File: src/rtl/arf_sequencer_if.sv
// Handshake and control bundle between the instruction control unit,
// the ARF sequencer and the ARF/memory datapath.
interface arf_sequencer_if;
    logic       req_valid;
    logic [2:0] req_op;
    logic       req_ready;
    logic       done;
    logic       err;
    logic       busy;
    logic [2:0] reg_sel;
    logic [2:0] fun_sel;
    logic [1:0] out_c_sel;
    logic [1:0] out_d_sel;
    logic       i_sel;
    logic       mem_rd;
    logic       mem_wr;
    logic       mem_ack;

    // Requester / memory side: issues ops and answers strobes.
    modport master (
        output req_valid, req_op, mem_ack,
        input  req_ready, done, err, busy, reg_sel, fun_sel,
               out_c_sel, out_d_sel, i_sel, mem_rd, mem_wr
    );

    // Sequencer side: accepts ops and drives the ARF and memory controls.
    modport slave (
        input  req_valid, req_op, mem_ack,
        output req_ready, done, err, busy, reg_sel, fun_sel,
               out_c_sel, out_d_sel, i_sel, mem_rd, mem_wr
    );
endinterface

File: src/rtl/arf_sequencer.sv
// ARF sequencer: turns one high-level address operation (NOP, FETCH, PUSH,
// POP, CALL, RET, LDAR, JUMP) into per-cycle ARF controls and memory strobes.
// Memory steps wait for mem_ack and abort to ERR after ACK_TIMEOUT idle cycles.
module arf_sequencer #(
    parameter int unsigned ACK_TIMEOUT = 15
) (
    input  logic         clk,
    input  logic         rst_n,
    arf_sequencer_if.slave bus
);
    localparam int unsigned CNT_W = $clog2(ACK_TIMEOUT + 1);

    typedef enum logic [2:0] {
        ST_INIT, ST_IDLE, ST_S1, ST_S2, ST_S3, ST_ERR
    } state_e;

    localparam logic [2:0] OP_NOP   = 3'b000;
    localparam logic [2:0] OP_FETCH = 3'b001;
    localparam logic [2:0] OP_PUSH  = 3'b010;
    localparam logic [2:0] OP_POP   = 3'b011;
    localparam logic [2:0] OP_CALL  = 3'b100;
    localparam logic [2:0] OP_RET   = 3'b101;
    localparam logic [2:0] OP_LDAR  = 3'b110;
    localparam logic [2:0] OP_JUMP  = 3'b111;

    // Active-low register enables
    localparam logic [2:0] EN_NONE = 3'b111;
    localparam logic [2:0] EN_ALL  = 3'b000;
    localparam logic [2:0] EN_PC   = 3'b011;
    localparam logic [2:0] EN_AR   = 3'b101;
    localparam logic [2:0] EN_SP   = 3'b110;

    localparam logic [2:0] FN_DEC   = 3'b000;
    localparam logic [2:0] FN_INC   = 3'b001;
    localparam logic [2:0] FN_LOAD  = 3'b010;
    localparam logic [2:0] FN_CLEAR = 3'b011;

    localparam logic [1:0] SEL_PC = 2'b00;
    localparam logic [1:0] SEL_SP = 2'b11;

    state_e           state_q, state_d;
    logic [2:0]       op_q, op_d;
    logic [CNT_W-1:0] wait_q, wait_d;

    logic       req_ready, busy, done, err;
    logic [2:0] reg_sel, fun_sel;
    logic [1:0] out_c_sel, out_d_sel;
    logic       i_sel, mem_rd, mem_wr;
    logic       last_step, mem_step;

    // State, latched op and memory wait counter
    always_ff @(posedge clk or negedge rst_n) begin
        if (!rst_n) begin
            state_q <= ST_INIT;
            op_q    <= OP_NOP;
            wait_q  <= '0;
        end else begin
            // NOTE: non-blocking so every flop samples pre-edge values regardless of statement order.
            state_q <= state_d;
            op_q    <= op_d;
            wait_q  <= wait_d;
        end
    end

    // Step decode from (state, op) and next-state selection
    always_comb begin
        // NOTE: every output gets a default first, so no path through the case can infer a latch.
        state_d   = state_q;
        op_d      = op_q;
        wait_d    = '0;
        req_ready = 1'b0;
        busy      = 1'b1;
        done      = 1'b0;
        err       = 1'b0;
        reg_sel   = EN_NONE;
        fun_sel   = FN_DEC;
        out_c_sel = SEL_PC;
        out_d_sel = SEL_PC;
        i_sel     = 1'b0;
        mem_rd    = 1'b0;
        mem_wr    = 1'b0;
        last_step = 1'b0;
        mem_step  = 1'b0;

        unique case (state_q)
            ST_INIT: begin
                reg_sel = EN_ALL;
                fun_sel = FN_CLEAR;
                state_d = ST_IDLE;
            end
            ST_IDLE: begin
                req_ready = 1'b1;
                busy      = 1'b0;
                if (bus.req_valid) begin
                    op_d    = bus.req_op;
                    state_d = ST_S1;
                end
            end
            ST_ERR: begin
                err     = 1'b1;
                state_d = ST_IDLE;
            end
            default: begin
                if (state_q == ST_S1) begin
                    unique case (op_q)
                        OP_NOP:   last_step = 1'b1;
                        OP_FETCH: begin out_d_sel = SEL_PC; mem_rd = 1'b1; end
                        OP_PUSH:  begin out_d_sel = SEL_SP; mem_wr = 1'b1; end
                        OP_POP:   begin reg_sel = EN_SP; fun_sel = FN_INC; end
                        OP_CALL:  begin out_d_sel = SEL_SP; out_c_sel = SEL_PC; mem_wr = 1'b1; end
                        OP_RET:   begin reg_sel = EN_SP; fun_sel = FN_INC; end
                        OP_LDAR:  begin reg_sel = EN_AR; fun_sel = FN_LOAD; last_step = 1'b1; end
                        OP_JUMP:  begin reg_sel = EN_PC; fun_sel = FN_LOAD; last_step = 1'b1; end
                        default:  last_step = 1'b1;
                    endcase
                end else if (state_q == ST_S2) begin
                    unique case (op_q)
                        OP_FETCH: begin reg_sel = EN_PC; fun_sel = FN_INC; last_step = 1'b1; end
                        OP_PUSH:  begin reg_sel = EN_SP; fun_sel = FN_DEC; last_step = 1'b1; end
                        OP_POP:   begin out_d_sel = SEL_SP; mem_rd = 1'b1; last_step = 1'b1; end
                        OP_CALL:  begin reg_sel = EN_SP; fun_sel = FN_DEC; end
                        OP_RET:   begin out_d_sel = SEL_SP; mem_rd = 1'b1; end
                        default:  last_step = 1'b1;
                    endcase
                end else begin
                    unique case (op_q)
                        OP_CALL: begin reg_sel = EN_PC; fun_sel = FN_LOAD; i_sel = 1'b0; last_step = 1'b1; end
                        OP_RET:  begin reg_sel = EN_PC; fun_sel = FN_LOAD; i_sel = 1'b1; last_step = 1'b1; end
                        default: last_step = 1'b1;
                    endcase
                end

                mem_step = mem_rd | mem_wr;
                // A final memory step (POP) only completes once the ack arrives,
                // so a timed-out POP never reports Done.
                done = last_step & (~mem_step | bus.mem_ack);

                if (mem_step && !bus.mem_ack) begin
                    if (wait_q == CNT_W'(ACK_TIMEOUT)) state_d = ST_ERR;
                    else                               wait_d  = wait_q + CNT_W'(1);
                end else if (last_step) begin
                    state_d = ST_IDLE;
                end else begin
                    state_d = (state_q == ST_S1) ? ST_S2 : ST_S3;
                end
            end
        endcase
    end

    assign bus.req_ready = req_ready;
    assign bus.busy      = busy;
    assign bus.done      = done;
    assign bus.err       = err;
    assign bus.reg_sel   = reg_sel;
    assign bus.fun_sel   = fun_sel;
    assign bus.out_c_sel = out_c_sel;
    assign bus.out_d_sel = out_d_sel;
    assign bus.i_sel     = i_sel;
    assign bus.mem_rd    = mem_rd;
    assign bus.mem_wr    = mem_wr;
endmodule
File: src/flat_wrapper.sv
// flat-port wrapper written by rule: the top's interface ports become plain ports
module arf_sequencer_flat 
#(
    parameter int unsigned ACK_TIMEOUT = 15
)
  (clk, rst_n, bus_req_valid, bus_req_op, bus_mem_ack, bus_req_ready, bus_done, bus_err, bus_busy, bus_reg_sel, bus_fun_sel, bus_out_c_sel, bus_out_d_sel, bus_i_sel, bus_mem_rd, bus_mem_wr);
  arf_sequencer_if bus_i ();
  input  logic clk;
  input  logic rst_n;
  input wire logic [$bits(bus_i.req_valid)-1:0] bus_req_valid;
  input wire logic [$bits(bus_i.req_op)-1:0] bus_req_op;
  input wire logic [$bits(bus_i.mem_ack)-1:0] bus_mem_ack;
  output wire logic [$bits(bus_i.req_ready)-1:0] bus_req_ready;
  output wire logic [$bits(bus_i.done)-1:0] bus_done;
  output wire logic [$bits(bus_i.err)-1:0] bus_err;
  output wire logic [$bits(bus_i.busy)-1:0] bus_busy;
  output wire logic [$bits(bus_i.reg_sel)-1:0] bus_reg_sel;
  output wire logic [$bits(bus_i.fun_sel)-1:0] bus_fun_sel;
  output wire logic [$bits(bus_i.out_c_sel)-1:0] bus_out_c_sel;
  output wire logic [$bits(bus_i.out_d_sel)-1:0] bus_out_d_sel;
  output wire logic [$bits(bus_i.i_sel)-1:0] bus_i_sel;
  output wire logic [$bits(bus_i.mem_rd)-1:0] bus_mem_rd;
  output wire logic [$bits(bus_i.mem_wr)-1:0] bus_mem_wr;
  assign bus_i.req_valid = bus_req_valid;
  assign bus_i.req_op = bus_req_op;
  assign bus_i.mem_ack = bus_mem_ack;
  assign bus_req_ready = bus_i.req_ready;
  assign bus_done = bus_i.done;
  assign bus_err = bus_i.err;
  assign bus_busy = bus_i.busy;
  assign bus_reg_sel = bus_i.reg_sel;
  assign bus_fun_sel = bus_i.fun_sel;
  assign bus_out_c_sel = bus_i.out_c_sel;
  assign bus_out_d_sel = bus_i.out_d_sel;
  assign bus_i_sel = bus_i.i_sel;
  assign bus_mem_rd = bus_i.mem_rd;
  assign bus_mem_wr = bus_i.mem_wr;
  arf_sequencer #(.ACK_TIMEOUT(ACK_TIMEOUT)) u_core (.clk(clk), .rst_n(rst_n), .bus(bus_i));
endmodule
File: config.mk
export PLATFORM = sky130hd
export DESIGN_NAME = arf_sequencer_flat
export DESIGN_NICKNAME = d
export VERILOG_FILES = /design/src/rtl/arf_sequencer_if.sv /design/src/rtl/arf_sequencer.sv /design/src/flat_wrapper.sv
export SDC_FILE = /design/constraint.sdc
export NUM_CORES = 1
export LEC_CHECK = 0
export CORE_ASPECT_RATIO = 0.9
export CORE_UTILIZATION = 46
export CTS_CLUSTER_SIZE = 8
export DETAILED_ROUTE_END_ITERATION = 10
export PLACE_DENSITY = 0.84
export SLEW_MARGIN = 20
export SYNTH_ARGS = -nofsm -noshare
export SYNTH_HDL_FRONTEND = slang
export SYNTH_SLANG_ARGS = --single-unit
File: constraint.sdc
create_clock -name clk -period 2 [get_ports clk]
set_input_delay 0.6 -clock clk [delete_from_list [all_inputs] [get_ports clk]]
set_output_delay 0.6 -clock clk [all_outputs]
set_load 0.1 [all_outputs]
==> results of run 1 <==
-- synth_stat cells --
master,n
or2b_4,1
xor2_2,1
a2bb2oi_2,1
o221a_2,1
nor2_1,7
nand2_1,8
a21oi_1,4
nand3_1,2
and2b_1,1
nand3b_1,1
a211oi_1,1
or2_4,1
o22a_1,1
or2_2,1
ha_1,1
buf_6,2
xor2_1,2
and2b_4,1
o22ai_1,1
clkbuf_1,1
o21ai_0,6
conb_1,1
nor3_1,7
xnor2_1,2
a31oi_1,1
o211a_1,1
mux2_2,3
and4b_1,1
o31ai_1,2
nand2b_1,4
buf_4,5
and3_1,2
a211o_1,1
dfrtp_1,10
buf_2,2
and2_1,3
inv_1,2
a311o_1,1
-- through the flow --
stage          hold slack, ns  TNS [ns]  setup slack [ns]
3_3_place_gp            0.441    -0.353            -0.282
2_1_floorplan           0.304     -1.73            -0.485
3_5_place_dp            0.465    -0.684            -0.305
-- kinds of logic after synthesis --
family	count (synthesis)	synth area share
fa+ha+maj	1	0.0156
other cells	1	0.00468
flops	10	0.313
xor+xnor	5	0.0641
mux	3	0.0422
simple gates	40	0.273
buf+inv	12	0.102
compound gates	21	0.186
==> run_results.csv, run 1 <==
group,metric,value,unit
outcome,outcome,"aborted with a tool error",
outcome,failed_stage,"clock tree synthesis (4_1_cts)",
outcome,toolErrorMsg,"[ERROR DPL-0038] Utilization greater than 100%, impossible to legalize",
synthesis,synth_top_area_share,0.313,
floorplanning,die_h,41.6,um
synthesis,yosys_warnings,0,
synthesis,syn_avg_cell_area,8.61,um2
cts,cts_setup_buffers,8,
floorplanning,ios,24,
cts,cts_buffers,3,
placed_design,dp.final_hpwl,2090,um
placed_design,dpl.cell_count,147,
synthesis,yosysTopAreaCell,"dfrtp_1",
synthesis,yosysUniqueCellTypes,38,
placed_design,gp_congestion,0.858,
synthesis,synthCells,93,
floorplanning,die_x,46.0,um
synthesis,synth_seq_area_share,0.313,
floorplanning,initial_utilization,0.524,
synthesis,synthTopCellsByArea,"dfrtp_1 (31%), buf_4 (4.7%), nor3_1 (4.4%)",
placed_design,post_dp_cell_area,1380,um2
cts,postCtsHoldBufs,0,
floorplanning,num_rows,13,
synthesis,syn_area,801,um2
placed_design,port-buffer-count,20,
cts,cts_htree_levels,1,
cts,cts_resized,28,
cts,clock-sinks,10,
cts,cts_root_buf,"clkbuf_4",
synthesis,synth_seq_cells,10,
cts,cts_buffer_depth,2,
==> run 2, diff against run 1 <==
Settings changed: CORE_AREA set to 2 2 63 65, CORE_ASPECT_RATIO 0.9 to not set, CORE_UTILIZATION 46 to not set, CTS_CLUSTER_SIZE 8 to not set, DIE_AREA set to 0 0 65 67, PLACE_DENSITY 0.84 to not set, PLACE_DENSITY_LB_ADDON set to 0.15.
==> run_results.csv, run 2 <==
group,metric,value,unit
critical_path,slowest_stage,"dfrtp_2",
layout,nFillCells,343,
placed_design,gp_congestion,0.874,
timing,clock.fmax,440,MHz
floorplanning,die_x,65,um
route,wl,2240,um
worst_hold_path,min_path_cells,1,
cts,cts.clk_slew.worst_paths,0.05,ns
timing,fin_worst_skew,0.000708,ns
layout,mostFrequentLayoutCell,"buf_4",
run,cap_violations,0,
synthesis,synth_common_cells,"dfrtp_1 (10), nand2_1 (8), nor2_1 (7), nor3_1 (7), o21ai_0 (6)",
critical_path,critPathBufInv,1,
cts,cts_root_buf,"clkbuf_8",
critical_path,cp.depth,5,
synthesis,syn_area,801,um2
route,vias_per_cell,4.37,
critical_path,end_kind,"output pin",
synthesis,async_reset_ff_frac,1.00,
layout,largest_reg_flops,4,
timing,drv_slew,0,
floorplanning,initial_utilization,0.222,
synthesis,synthFlopType,"dfrtp_1",
layout,reg_top3,"u_core.wait_q x4, u_core.op_q x3, u_core.state_q x3",
route,wl_per_cell,12.0,um
global_routing,grt_usage,0.113,
critical_path,ff2ff_path_depth,8,
critical_path,cpPeakStageDelay,0.46,ns
worst_hold_path,min_path_type,"reg -> reg",
synthesis,yosysUniqueCellTypes,38,
floorplanning,num_rows,22,
cts,clock-sinks,10,
layout,layout-drive-gt1-share,0.669,
critical_path,worstSetupStartpointType,"flop",
critical_path,cp.arrival,1.67,ns
outcome,outcome,"finished, violations left",
critical_path,crit_family,"compound AO/OA/AOI/OAI gates",
critical_path,cp_cell_sequence,"xor2_4 -> a2bb2oi_4 -> o31ai_4 -> a211oi_4 -> buf_12",
floorplanning,ios,24,
route,routed-via-count,818,
route,drt_first_iter_violations,26,
floorplanning,core,3610,um2
cts,cts_buffers,3,
global_routing,grt_pass1_wl,3750,um
synthesis,synth_seq_cells,10,
synthesis,yosysMostFrequentCell,"dfrtp_1",
cts,cts_buffer_depth,2,
cts,postCtsHoldBufs,0,
cts,cts_tree,"built",
global_routing,antenna_found_initial,0,
route,drt_pass1_iterations,2,
critical_path,critPathKind,"reg -> out",
critical_path,cp_max_fo,5,
synthesis,synthTopCellsByArea,"dfrtp_1 (31%), buf_4 (4.7%), nor3_1 (4.4%)",
route,drcViolationCount,0,
placed_design,port-buffer-count,20,
synthesis,synth-edff-count,0,
cts,cts_htree_levels,1,
layout,largest-register,"u_core.wait_q",
layout,layout.nets,148,
outcome,violations,"setup timing",
layout,final_cells,187,
global_routing,grt_start_max_net_pins,11,
timing,post-route-period-util,1.14,
synthesis,synth_seq_area_share,0.313,
synthesis,syn_avg_cell_area,8.61,um2
global_routing,grt_pass1_vias,845,
floorplanning,dieArea,4360,um2
timing,fin_ws,-0.273,ns
synthesis,synth_top_area_share,0.313,
global_routing,gr-total-overflow,0,
synthesis,synthCells,93,
timing,hold_viol,0,
layout,num_antenna_cells,0,
placed_design,dpl.cell_count,177,
critical_path,critPathRequiredTime,1.40,ns
layout,final_cell_mix,"buf_4 (25), buf_12 (14), nand2_1 (6), dfrtp_2 (6)",
cts,worstSkewPairLatency,0.24,ns
layout,syn2layout_area_growth,106,%
floorplanning,die_h,67,um
synthesis,yosys_warnings,0,
timing,post-route-min-period,2.27,ns
placed_design,dp.final_hpwl,1800,um
timing,setup_viol,14,
route,ant_nets,0,
synthesis,yosysTopAreaCell,"dfrtp_1",
timing,rsz0062_at_grt,"yes",
## run 2: cell counts after synthesis
Identical to the previous run, type by type.
## run 2: per-layer routing
metal / routed length, um / vias to the layer above / GRT usage
met1: 989 / 388 / 0.136
met3: 63 / 2 / 0.0118
li1: - / 413 / -
met2: 1170 / 15 / 0.201
met5: 0 / - / 0
met4: 17 / 0 / 0.0559
## run 2: metrics by stage
step	utilization	cell area [um2]	worst slack, ns	TNS [ns]	hold WS, ns
CTS	0.444	1600	-0.279	-1.63	0.470
detailed placement	0.400	1440	-0.309	-0.432	0.464
global route	0.457	1650	-0.318	-2.34	0.495
floorplan	-	956	-0.485	-1.73	0.304
finish	0.457	1650	-0.273	-1.49	0.483
global placement	0.400	1440	-0.286	-0.432	0.449
## run 2: cell type report
class	instances	area, um2	share of cell area
multi-input combinational	73	681	0.413
inverter	2	11.3	0.00683
clock buffer	4	55.1	0.0334
sequential	10	258	0.156
timing repair buffer	50	583	0.354
tap	48	60.1	0.0364
## run 2: kinds of logic (layout without fill, tap and decap cells)
logic type / count (synthesis) / after routing / synth area share
buf+inv: 12 / 56 / 0.102
other cells: 1 / 3 / 0.00468
xor+xnor: 5 / 5 / 0.0641
mux: 3 / 3 / 0.0422
fa+ha+maj: 1 / 1 / 0.0156
flops: 10 / 10 / 0.313
simple gates: 40 / 40 / 0.273
compound gates: 21 / 21 / 0.186
## run 2: final timing paths
check                      slack (ns)         startpoint                to
hold / removal                   0.48   u_core.wait_q[0]  u_core.wait_q[0]
setup reg to reg                 0.11  u_core.state_q[0]    u_core.op_q[0]
max in group asynchronous        1.01              rst_n    u_core.op_q[1]
setup / recovery                -0.27     u_core.op_q[2]          bus_done
hold reg to reg                  0.48   u_core.wait_q[0]  u_core.wait_q[0]
min in group asynchronous        0.67              rst_n  u_core.wait_q[0]
## run 2: timing repair
action	4_1_cts	5_1_grt
buffers inserted	4	2
gates resized for setup	29	6
hold endpoints to repair	0	0
pin swaps	7	4
setup endpoints to repair	14	14
## run 2: worst reg2reg max path, cell delays in order, from the launching register on
cell,delay [ns]
dfrtp_2,0.45
buf_6,0.15
and2b_2,0.24
nand2b_4,0.12
clkinvlp_4,0.12
buf_4,0.15
buf_4,0.13
and2_4,0.14
mux2_2,0.27
Power of run 2 is not shown: default switching activity piles up to over one toggle a cycle in this logic, so the estimate is an artifact.
==> run 3, diff against run 2 <==
Clock period 2 ns to 2.65 ns, I/O delays scaled along.
==> run_results.csv, run 3 (synthesis results as in run 2) <==
group,metric,value,unit
route,wl_per_cell,11.5,um
route,wl,1880,um
critical_path,cp.arrival,1.72,ns
route,drt_pass1_iterations,4,
global_routing,grt_pass1_wl,3080,um
global_routing,antenna_found_initial,0,
worst_hold_path,min_path_type,"reg -> reg",
placed_design,gp_congestion,0.885,
critical_path,r2r-end,"u_core.state_q[0]",
floorplanning,die_x,65,um
layout,largest-register,"u_core.wait_q",
route,met1_length,861,um
cts,clock-sinks,10,
critical_path,ff2ff_path_depth,4,
layout,num_antenna_cells,0,
route,met2_wirelength,907,um
critical_path,critPathRequiredTime,1.86,ns
route,vias_per_cell,4.44,
critical_path,critPathKind,"reg -> out",
timing,drv_slew,0,
floorplanning,ios,24,
layout,syn2layout_area_growth,63.0,%
cts,cts.clk_slew.worst_paths,0.05,ns
worst_hold_path,holdPathEnd,"u_core.wait_q[0]",
cts,cts_tree,"built",
floorplanning,dieArea,4360,um2
route,drcViolationCount,0,
cts,cts_buffer_depth,2,
layout,final_design_area_no_fill,1310,um2
floorplanning,die_h,67,um
timing,clock.fmax,397,MHz
route,drt_first_iter_violations,20,
cts,cts_root_buf,"clkbuf_8",
layout,layout-drive-gt1-share,0.391,
layout,finish.utilization,0.362,
layout,final_cell_mix,"buf_12 (14), nand2_1 (8), dfrtp_1 (8)",
critical_path,cp_max_fo,8,
layout,layout.nets,124,
timing,fin_worst_skew,0.00516,ns
timing,setup_viol,0,
route,ant_nets,0,
floorplanning,num_rows,22,
worst_hold_path,worstHoldStart,"u_core.wait_q[0]",
timing,rsz0062_at_grt,"no",
critical_path,worstReg2RegStart,"u_core.state_q[2]",
global_routing,grt_usage,0.0925,
placed_design,dp.final_hpwl,1480,um
worst_hold_path,min_path_cells,1,
critical_path,worstSetupStartpointType,"flop",
critical_path,ff2ff_setup_slack,0.77,ns
placed_design,post_dp_cell_area,1220,um2
placed_design,port-buffer-count,20,
cts,cts_buffers,3,
run,cap_violations,0,
global_routing,grt_start_max_net_pins,16,
layout,largest_reg_flops,4,
cts,postCtsHoldBufs,0,
outcome,outcome,"finished, final reports clean",
cts,cts_htree_levels,1,
floorplanning,initial_utilization,0.222,
route,routed-via-count,724,
timing,post-route-period-util,0.950,
layout,mostFrequentLayoutCell,"buf_12",
critical_path,end_kind,"output pin",
floorplanning,core,3610,um2
route,wl_met3,100,um
timing,post-route-min-period,2.52,ns
cts,worstSkewPairLatency,0.23,ns
global_routing,gr-total-overflow,0,
global_routing,grt_pass1_vias,710,
route,top_layer,"met4",
timing,hold_viol,0,
layout,reg_top3,"u_core.wait_q x4, u_core.op_q x3, u_core.state_q x3",
## run 3: changes by cell type in the layout (fill, tap and decap cells not counted), moves of 3 or more
cell / before / now
buf_4: 25 / 6
buf_6: 5 / 0
dfrtp_1: 4 / 8
dfrtp_2: 6 / 2
nand2b_4: 3 / 0
nor3_1: 2 / 5
o21ai_0: 3 / 6
## run 3: layer usage
layer	GRT usage	vias to the layer above
met5	0	-
li1	-	359
met3	0.0203	2
met2	0.151	17
met4	0.0505	0
met1	0.113	346
## run 3: area by class of cell
cell class              instances  area, um2
multi-input cells              73        542
well taps                      48       60.1
fillers                       370       2300
repair buffers                 26        384
flip-flops and latches         10        253
clock buffers                   4       55.1
inverters                       2       11.3
## run 3: what timing repair did
action / in CTS / in global routing
endpoints found under the setup margin: 1 / 1
gates cloned: 0 / 0
pin swaps: 1 / 1
gates resized for setup: 3 / 2
buffers inserted: 0 / 1
## run 3: worst max path at each step
stage	from	endpoint	cells after the start
floorplan	u_core.state_q[2]	bus_i_sel	3
global route	u_core.op_q[1]	bus_done	5
CTS	u_core.op_q[1]	bus_done	5
detailed placement	bus_mem_ack	bus_done	4
global placement	bus_mem_ack	bus_done	4
finish	u_core.state_q[0]	bus_fun_sel[1]	6
## run 3: stage by stage
| stage | hold slack (ns) | setup TNS (ns) | setup slack [ns] | std cells |
|---|---|---|---|---|
| after global routing | 0.498 | 0 | 0.0296 | 163 |
| after global placement | 0.456 | -0.0454 | -0.0454 | 158 |
| final | 0.467 | 0 | 0.131 | 163 |
| after CTS | 0.469 | 0 | 0.0138 | 162 |
| after detailed placement | 0.463 | -0.0562 | -0.0562 | 158 |
| after floorplan | 0.433 | -0.219 | -0.131 | 95 |
## run 3: critical path, cell delays in order, from the launching register on
cell and delay [ns]:
dfrtp_1 0.42, buf_4 0.19, nor2_1 0.27, a211o_1 0.16
nand3_1 0.14, o31ai_4 0.10, buf_12 0.21
Power of run 3 is left out for the same reason.
==> run 4, diff against run 3 <==
Settings changed: CTS_CLUSTER_SIZE set to 40.
==> results of run 4 <==
Same layout as run 3: the final DEF is identical, and so are final timing and power.
Power of run 4 is left out for the same reason.
